File: config.mk
export PLATFORM = sky130hd
export DESIGN_NAME = led_mode_ctrl
export DESIGN_NICKNAME = d
export VERILOG_FILES = /design/src/rtl/led_ctrl_pkg.sv /design/src/rtl/led_mode_ctrl_tick_gen.sv /design/src/rtl/led_mode_ctrl.sv
export SDC_FILE = /design/constraint.sdc
export NUM_CORES = 1
export LEC_CHECK = 0
export CAP_MARGIN = 20
export CORE_MARGIN = 3
export CORE_UTILIZATION = 30
export DETAILED_ROUTE_END_ITERATION = 7
export RECOVER_POWER = 25
export SYNTH_ARGS = -nofsm -noshare
export SYNTH_HDL_FRONTEND = slang
export SYNTH_SLANG_ARGS = --single-unit
export TNS_END_PERCENT = 30
File: constraint.sdc
create_clock -name clk -period 2.9 [get_ports clk]
set_input_delay 0.58 -clock clk [delete_from_list [all_inputs] [get_ports clk]]
set_output_delay 0.58 -clock clk [all_outputs]
set_load 0.01 [all_outputs]
File: src/rtl/led_ctrl_pkg.sv
// ----------------------------------------------------------------------------
// led_ctrl_pkg
// Shared types and constants for the LED mode controller.
//   mode_t    : display mode, encoded to match the 2-bit mode output
//   dir_t     : travel direction of the BOUNCE pattern
//   PAT_SEED  : single-LED starting pattern
//   PAT_TOP   : most significant LED of the 16-LED bank
//   next_mode : mode sequence PASS -> BLINK -> SHIFT -> BOUNCE -> PASS
// ----------------------------------------------------------------------------
package led_ctrl_pkg;

    typedef enum logic [1:0] {
        MODE_PASS   = 2'd0,
        MODE_BLINK  = 2'd1,
        MODE_SHIFT  = 2'd2,
        MODE_BOUNCE = 2'd3
    } mode_t;

    typedef enum logic {
        LEFT  = 1'b0,
        RIGHT = 1'b1
    } dir_t;

    localparam logic [15:0] PAT_SEED = 16'h0001;
    localparam logic [15:0] PAT_TOP  = 16'h8000;

    function automatic mode_t next_mode(input mode_t cur);
        mode_t nxt;
        case (cur)
            MODE_PASS:   nxt = MODE_BLINK;
            MODE_BLINK:  nxt = MODE_SHIFT;
            MODE_SHIFT:  nxt = MODE_BOUNCE;
            default:     nxt = MODE_PASS;
        endcase
        return nxt;
    endfunction

endpackage

File: src/rtl/led_mode_ctrl_tick_gen.sv
// ----------------------------------------------------------------------------
// tick_gen
// Pattern-step prescaler. Counts 0..DIV-1 (DIV = CLK_HZ/TICK_HZ) and wraps;
// tick is high for the single cycle in which the count sits at DIV-1.
// A synchronous clear restarts the count from 0 so a freshly entered mode
// always gets a full step period before its first step.
//   clk   : system clock
//   rst_n : asynchronous active-low reset
//   clr   : synchronous clear, takes priority over counting
//   tick  : one-cycle step strobe
// ----------------------------------------------------------------------------
module tick_gen #(
    parameter int unsigned CLK_HZ  = 100_000_000,
    parameter int unsigned TICK_HZ = 4
) (
    input  logic clk,
    input  logic rst_n,
    input  logic clr,
    output logic tick
);

    localparam int unsigned DIV = CLK_HZ / TICK_HZ;
    localparam int unsigned CW  = (DIV > 2) ? $clog2(DIV) : 1;
    localparam logic [CW-1:0] LAST = CW'(DIV - 1);

    generate
        if (DIV < 2) begin : g_div_check
            $error("tick_gen: CLK_HZ/TICK_HZ must be at least 2");
        end
    endgenerate

    logic [CW-1:0] cnt;

    // Compare against DIV-1 rather than relying on natural rollover so that
    // non-power-of-two divide ratios work.
    assign tick = (cnt == LAST);

    always_ff @(posedge clk or negedge rst_n) begin
        if (!rst_n) begin
            cnt <= '0;
        end else if (clr || tick) begin
            cnt <= '0;
        end else begin
            cnt <= cnt + 1'b1;
        end
    end

endmodule

File: src/rtl/led_mode_ctrl.sv
// ----------------------------------------------------------------------------
// led_mode_ctrl
// Owns the user LEDs and arbitrates them between direct switch display and
// three timed patterns. A rising edge on the synchronised "next" button steps
// the mode; tick_gen supplies the pattern step strobe.
//   clk      : system clock
//   rst_n    : asynchronous active-low reset
//   sw       : slide switches (asynchronous, double-flop synchronised here)
//   btn_next : debounced button level (asynchronous, synchronised here)
//   led      : registered LED drive
//   mode     : registered current mode (0 PASS, 1 BLINK, 2 SHIFT, 3 BOUNCE)
//
// state  | meaning
// -------+--------------------------------------------------------------
// PASS   | led mirrors the synchronised switches
// BLINK  | led shows switches while phase=1, dark while phase=0
// SHIFT  | pat rotates left one place per tick, seeded from the switches
// BOUNCE | single lit LED sweeps end to end, 30-tick round trip
// ----------------------------------------------------------------------------
module led_mode_ctrl
    import led_ctrl_pkg::*;
#(
    parameter int unsigned CLK_HZ  = 100_000_000,
    parameter int unsigned TICK_HZ = 4,
    parameter int unsigned WIDTH   = 16
) (
    input  logic             clk,
    input  logic             rst_n,
    input  logic [WIDTH-1:0] sw,
    input  logic             btn_next,
    output logic [WIDTH-1:0] led,
    output logic [1:0]       mode
);

    localparam logic [WIDTH-1:0] SEED = WIDTH'(PAT_SEED);
    localparam logic [WIDTH-1:0] TOP  = (WIDTH == 16) ? WIDTH'(PAT_TOP)
                                                      : (WIDTH'(1) << (WIDTH - 1));

    logic [WIDTH-1:0] sw_s1;
    logic [WIDTH-1:0] sw_s2;
    logic             btn_s1;
    logic             btn_s2;
    logic             btn_prev;
    logic             btn_edge;
    logic             tick;
    logic             step;

    mode_t            mode_q;
    mode_t            mode_nxt;
    dir_t             dir_q;
    dir_t             dir_nxt;
    logic [WIDTH-1:0] pat_q;
    logic [WIDTH-1:0] pat_nxt;
    logic             phase_q;
    logic             phase_nxt;
    logic [WIDTH-1:0] led_q;
    logic [WIDTH-1:0] led_nxt;

    always_ff @(posedge clk or negedge rst_n) begin
        if (!rst_n) begin
            sw_s1    <= '0;
            sw_s2    <= '0;
            btn_s1   <= 1'b0;
            btn_s2   <= 1'b0;
            btn_prev <= 1'b0;
        end else begin
            sw_s1    <= sw;
            sw_s2    <= sw_s1;
            btn_s1   <= btn_next;
            btn_s2   <= btn_s1;
            btn_prev <= btn_s2;
        end
    end

    assign btn_edge = btn_s2 & ~btn_prev;

    // A mode change restarts the prescaler, so a tick landing on the same
    // cycle is dropped rather than applied to the new mode.
    assign step = tick & ~btn_edge;

    tick_gen #(
        .CLK_HZ  (CLK_HZ),
        .TICK_HZ (TICK_HZ)
    ) u_tick_gen (
        .clk   (clk),
        .rst_n (rst_n),
        .clr   (btn_edge),
        .tick  (tick)
    );

    always_comb begin
        mode_nxt  = mode_q;
        dir_nxt   = dir_q;
        pat_nxt   = pat_q;
        phase_nxt = phase_q;

        if (btn_edge) begin
            mode_nxt  = next_mode(mode_q);
            phase_nxt = 1'b1;
            dir_nxt   = LEFT;
            pat_nxt   = SEED;
            // An all-zero seed would leave SHIFT permanently dark.
            if (mode_nxt == MODE_SHIFT && sw_s2 != '0) begin
                pat_nxt = sw_s2;
            end
        end else if (step) begin
            case (mode_q)
                MODE_BLINK: begin
                    phase_nxt = ~phase_q;
                end
                MODE_SHIFT: begin
                    pat_nxt = {pat_q[WIDTH-2:0], pat_q[WIDTH-1]};
                end
                MODE_BOUNCE: begin
                    // Turn around by jumping straight to the neighbour so
                    // neither end LED is shown for two ticks.
                    if (dir_q == LEFT) begin
                        if (pat_q == TOP) begin
                            dir_nxt = RIGHT;
                            pat_nxt = TOP >> 1;
                        end else begin
                            pat_nxt = pat_q << 1;
                        end
                    end else begin
                        if (pat_q == SEED) begin
                            dir_nxt = LEFT;
                            pat_nxt = SEED << 1;
                        end else begin
                            pat_nxt = pat_q >> 1;
                        end
                    end
                end
                default: begin
                end
            endcase
        end
    end

    // LED drive is built from the next-state values so that it switches on
    // the same edge as the mode register.
    always_comb begin
        led_nxt = '0;
        case (mode_nxt)
            MODE_PASS:  led_nxt = sw_s2;
            MODE_BLINK: led_nxt = phase_nxt ? sw_s2 : '0;
            default:    led_nxt = pat_nxt;
        endcase
    end

    always_ff @(posedge clk or negedge rst_n) begin
        if (!rst_n) begin
            mode_q  <= MODE_PASS;
            dir_q   <= LEFT;
            pat_q   <= SEED;
            phase_q <= 1'b1;
            led_q   <= '0;
        end else begin
            mode_q  <= mode_nxt;
            dir_q   <= dir_nxt;
            pat_q   <= pat_nxt;
            phase_q <= phase_nxt;
            led_q   <= led_nxt;
        end
    end

    assign led  = led_q;
    assign mode = mode_q;

endmodule

# [Yosys cells after proc, flatten, opt, wreduce, memory -nomap -nowiden]
# Index checks and enable logic that the tools add are counted.
[op_classes] n_mux=22 n_bitwise=5 add_sub_neg=1 eq_ne=8 reduce_logical=8
[ops] cell="two-way mux 16 bit" count=6
[ops] cell="one-hot mux 16 bit (2 select lines)" count=2
[ops] cell="adder 25 x 1 -> 25 bit (second input constant)" count=1
[ops] cell="equality test 25 bit (second input constant)" count=1
[ops] cell="two-way mux 25 bit" count=1
[ops] cell="equality test 16 x 1 -> 1 bit (second input constant)" count=1
[ops] cell="equality test 16 bit (second input constant)" count=1
[ops] cell="nonzero test 16 bit" count=1
[ops] cell="two-way mux 15 bit" count=1
[ops] cell="two-way mux 1 bit" count=9
[ops] cell="equality test 2 bit (second input constant)" count=3
[ops] cell="one-hot mux 2 bit (3 select lines)" count=1
[ops] cell="equality test 2 x 1 -> 1 bit (second input constant)" count=2
[ops] cell="zero test 2 bit" count=2
[ops] cell="two-way mux 2 bit" count=2
[ops] cell="nonzero test 2 bit" count=2
[ops] cell="inverter 1 bit" count=3
[ops] cell="AND 1 bit" count=2
[ops] cell="AND reduction 2 bit" count=1
[ops] cell="logical AND 1 bit" count=1
[ops] cell="logical OR 1 bit" count=1
[totals] output_inout_bits=18 inputBits=19 ff_bits=96

# [Logic depth before layout (Yosys ltp)]
[logic_depth] ltp_word=8 ltp_mapped=10

# [By module]
# From an unflattened synthesis, not the netlist that was laid out.
[hier_totals] hier_cells=356 hier_area_um2=4170.2
[by_module_without_submodules] module="led_mode_ctrl" seq_area_each_um2=1779.2 area_per_inst_um2=2842.7 n_inst=1 cells_each=215
[by_module_without_submodules] module="tick_gen" seq_area_each_um2=625.6 area_per_inst_um2=1327.5 n_inst=1 cells_each=141

# [Worst setup path before layout]
# No wires, ideal clock.
[synth_timing] path_kind="reg2reg" from="register u_tick_gen.cnt[6]" to="register led_q[12] (netlist: led[12])" synth_period_minus_slack_ns=2.239 path_slack_ns=0.661 setup_time_ns=0.126 t_arrival_ns=2.113 required_ns=2.774 stages_incl_launch_ff=9 path_buffers=2 path_cell_list="dfrtp_1 -> or4b_1 -> and4b_1 -> buf_6 -> a31oi_4 -> nor3b_4 -> o21ai_2 -> buf_6 -> a221o_1"
[synth_via] elab_chain_cells=6 elab_cells_between_ends=8
[synth_rtl] element="start: declaration" line="led_mode_ctrl_tick_gen.sv:32" text="logic [CW-1:0] cnt;"
[synth_rtl] element="start signal: assignment" line="led_mode_ctrl_tick_gen.sv:44" text="cnt <= cnt + 1'b1;"
[synth_rtl] element="equality test 25 bit *" line="led_mode_ctrl_tick_gen.sv:36" text="assign tick = (cnt == LAST);"
[synth_rtl] element="AND 1 bit *" line="led_mode_ctrl.sv:79" text="assign step = tick & ~btn_edge;"
[synth_rtl] element="two-way mux 1 bit" line="led_mode_ctrl.sv:106" text="end else if (step) begin"
[synth_rtl] element="two-way mux 1 bit" line="led_mode_ctrl.sv:97" text="if (btn_edge) begin"
[synth_rtl] element="two-way mux 16 bit" line="led_mode_ctrl.sv:145" text="MODE_BLINK: led_nxt = phase_nxt ? sw_s2 : '0;"
[synth_rtl] element="one-hot mux 16 bit (2 select lines) *" line="led_mode_ctrl.sv:143" text="case (mode_nxt)"
[synth_rtl] element="named net led_nxt[12]" line="led_mode_ctrl.sv:57" text="logic [WIDTH-1:0] led_nxt;"
[synth_rtl] element="end signal: assignment" line="led_mode_ctrl.sv:162" text="led_q <= led_nxt;"
[synth_rtl] element="end: declaration" line="led_mode_ctrl.sv:56" text="logic [WIDTH-1:0] led_q;"
# Mark *: on every way through the listed nets, which the timed path passes. The rest lies on a longest branch.
# A chain may end at the register's enable or synchronous reset.

# [Worst setup path after layout]
[layout_timing] from="register u_tick_gen.cnt[6]" to="register led_q[11] (netlist: led[11])"
# The elaborated chain is that of the path after synthesis.

==> results by group <==
Layout
  • Filler cells: 1303
  • Share of cells above drive strength 1: 0.0913
  • Synth-to-layout area growth: 20.0%
  • Multi-input logic area: 1640 um2
  • # diodes: 0
  • Register area: 2400 um2
  • Nets@finish: 436

Timing
  • Period Utilization, post-route: 0.913
  • Hold Vio Cnt, Final: 0
  • Max_slew headroom: 0.0467
  • Min Tclk post-route: 2.65 ns
  • Pins Over Slew Limit: 0
  • Achievable frequency: 378 MHz
  • Setup TNS Final: 0 ns
  • Clock Skew: 0.00753 ns
  • Worst-Margin Slew: 1.43 ns
  • Post-route setup slack: 0.251 ns
  • RSZ-0062 raised after global routing: false
  • Endpoints failing setup: 0

Placed design
  • Pre-CTS setup slack: 0.299 ns
  • Gpl congestion: 0.887
  • Hpwl dp: 6210 um
  • IO Port Bufs: 36

Clock tree
  • Clock Sinks: 96
  • H-Tree Depth: 3
  • CTS max path bufs: 2
  • CTS tree: yes
  • Worst-path clk slew: 0.07 ns
  • Worst skew pair latency: 0.35 ns
  • CTS resizes: 0
  • Setup Fix Bufs, Post-CTS: 0
  • Post-CTS Hold Buffers: 0
  • CTS Root Cell: clkbuf_16
  • CTS buffer count: 9

Hold path
  • Worst min-delay path class: flip-flop to flip-flop
  • Hold_sp: sw_s1[7]

Synthesis
  • Post-synth top area cell: dfrtp_1
  • Post-synth ARST share: 1.00
  • Primary FF master, synth: dfrtp_1
  • Largest cells by area after synthesis: dfrtp_1, nand2_1, nor2_1
  • Seq cells post-synth: 96
  • EDFF count, synth: 0
  • Synth unique cells: 55
  • Syn. warnings: 0
  • Gate Count Post-Synth: 377
  • Yosys top cell area share: 0.564
  • Syn Nets: 402
  • Register area share after synthesis: 0.577
  • Synth Cell Area: 4170 um2
  • Avg Cell Area, Syn: 11.1 um2

Drt
  • First DRT Iteration DRCs: 267
  • DRC violation count after routing: 0
  • ANT nets after route: 0
  • Final WL: 9280 um
  • First drt pass iteration count: 5
  • Total vias in the final route: 3040
  • WL/cell: 15.7 um
  • Vias/cell: 5.14

Critical path
  • Max FO, Critical Path: 9
  • CP arrival: 2.88 ns
  • Worst R2R Start: u_tick_gen.cnt[6]
  • Setup Crit Path Kind: flip-flop to flip-flop
  • Critical Path RT: 3.14 ns
  • Slowest-stage cell, CP: or4b_1
  • CP Capture Type: flip-flop
  • Critical Path Source: u_tick_gen.cnt[6]
  • Critical Path, Cell by Cell: or4b_1, and4b_1, a31oi_4, nor3b_4, o21ai_2, buf_4, a221o_2
  • Crit path launch type: flip-flop
  • Worst path max stage delay: 0.55 ns

Floorplanning
  • Initial Utilization: 0.311
  • Row count: 42
  • Num ports: 37
  • Core Footprint: 13400 um2
  • Die height: 124 um
  • Die Span X: 124 um
  • Die area: 15300 um2

GRT
  • Initial antenna violation count: 0
  • Pin count of the biggest net entering global routing: 71
  • Gr ovfl total: 0
  • Met2 Usage GRT: 0.182
  • Vias in the first global route: 3012
  • Top Usage Layer GRT: met1
  • First-pass GRT wire length: 15300 um
  • Global-route track usage on met1: 0.184
  • Met3 GRT Util: 0.0404
  • GRT Total Usage: 0.129

Run status
  • Run status: finished, final reports clean

Power
  • Peak VDD IR: 0.000410 V
  • Clock Power Share: 0.309
  • Power Density: 760 nW/um2
  • Switching Fraction: 0.324
  • Combinational share of power: 0.240
  • Leak pwr: 0.00205 uW
  • Int Pwr: 2570 uW
  • Seq pwr share: 0.452
  • NetSw: 1230 uW

Flow run
  • Max Cap Viol: 0
==> per-stage QoR <==
step	hold WS [ns]	instance area [um2]	power, uW	std cells	utilization
after floorplan	0.284	4170	2220	377	-
after global placement	0.332	4710	2640	576	0.351
after detailed placement	0.336	4710	2640	576	0.351
after CTS	0.129	5000	3840	592	0.373
after global routing	0.355	5000	4010	592	0.373
final	0.348	5000	3800	592	0.373
==> synthesized netlist by cell type, types with 2 or more instances <==
library cell	instances
dfrtp_1	94
nand2_1	45
nor2_1	38
nand3_1	17
clkbuf_1	14
xor2_1	14
a21oi_1	13
a221o_1	12
nand4_1	12
inv_1	9
xnor2_1	9
a22oi_1	8
o21ai_0	8
ha_1	6
nor4_1	6
o211ai_1	6
o32ai_1	6
a22o_1	4
and3_1	4
nor3_1	4
mux2_2	3
nor3b_1	3
o2bb2ai_1	3
or4_1	3
a21o_2	2
and4_1	2
and4b_1	2
buf_6	2
dfstp_2	2
==> layout by cell type, fill, tap and decap left out, types with 2 or more instances in the layout <==
cell	synthesis	final
dfrtp_1	94	94
mux2_2	3	3
o21ai_0	8	8
xor2_1	14	14
and3_1	4	4
inv_1	9	9
o32ai_1	6	6
and4b_1	2	2
or4_1	3	3
xnor2_1	9	9
dfstp_2	2	2
clkdlybuf4s50_1	0	27
nor3_1	4	4
nand2_1	45	45
a22o_1	4	4
ha_1	6	6
a21o_2	2	2
dlygate4sd3_1	0	8
a22oi_1	8	8
a21oi_1	13	13
nor4_1	6	6
nand4_1	12	12
inv_6	0	3
o211ai_1	6	6
nor2_1	38	38
a221o_1	12	12
inv_8	0	3
buf_4	1	4
nand3_1	17	17
o2bb2ai_1	3	3
clkbuf_16	0	9
and4_1	2	2
nor3b_1	3	3
==> worst max-delay path, delay by kind of cell, from the launching register on <==
family	cells	cell delay, ns
AND/OR/NAND/NOR	3	1.29
flip-flops	1	0.44
buffers and inverters	1	0.19
AO/OA/AOI/OAI	3	0.61
==> final timing paths <==
check | to | slack, ns | depth (start not counted)
worst max-delay path | led[11] | 0.25 | 7
worst min-delay path | sw_s2[7] | 0.35 | 0
worst max register to register | led[11] | 0.25 | 7
worst min register to register | sw_s2[7] | 0.35 | 0
max in group asynchronous | phase_q | 1.29 | 2
min in group asynchronous | sw_s1[13] | 0.55 | 1
==> sequential cells by signal, summed over array words and instances, names as in the netlist, 2 cells and up <==
signal / count
led: 16
mode: 2
pat_q: 16
sw_s1: 16
sw_s2: 16
u_tick_gen.cnt: 25
==> layer usage <==
layer,up-vias,share of wire
met5,-,0
met4,0,0.012
met3,11,0.072
met2,103,0.43
met1,1501,0.48
li1,1425,-
==> final cells by class <==
| class | instances | area share |
|---|---|---|
| Clock buffer | 9 | 0.0450 |
| Sequential cell | 96 | 0.481 |
| Multi-Input combinational cell | 254 | 0.329 |
| Clock inverter | 7 | 0.0138 |
| Inverter | 9 | 0.00676 |
| Timing Repair Buffer | 41 | 0.0808 |
| Tap cell | 176 | 0.0440 |
==> power groups by stage <==
| stage | registers, uW | logic, uW | clock network, uW |
|---|---|---|---|
| finish | 1720 | 911 | 1170 |
| global placement | 1740 | 903 | 0 |
| floorplan | 1730 | 489 | 0 |
| CTS | 1710 | 915 | 1210 |
| global route | 1740 | 1010 | 1260 |
| detailed placement | 1730 | 908 | 0 |
==> cell families after synthesis <==
family / share of synthesized area
flops: 0.577
mux: 0.0105
xor+xnor: 0.0483
compound gates: 0.135
fa+ha+maj: 0.0180
buf+inv: 0.0288
simple gates: 0.182
Power figures use the tool's default switching activity.
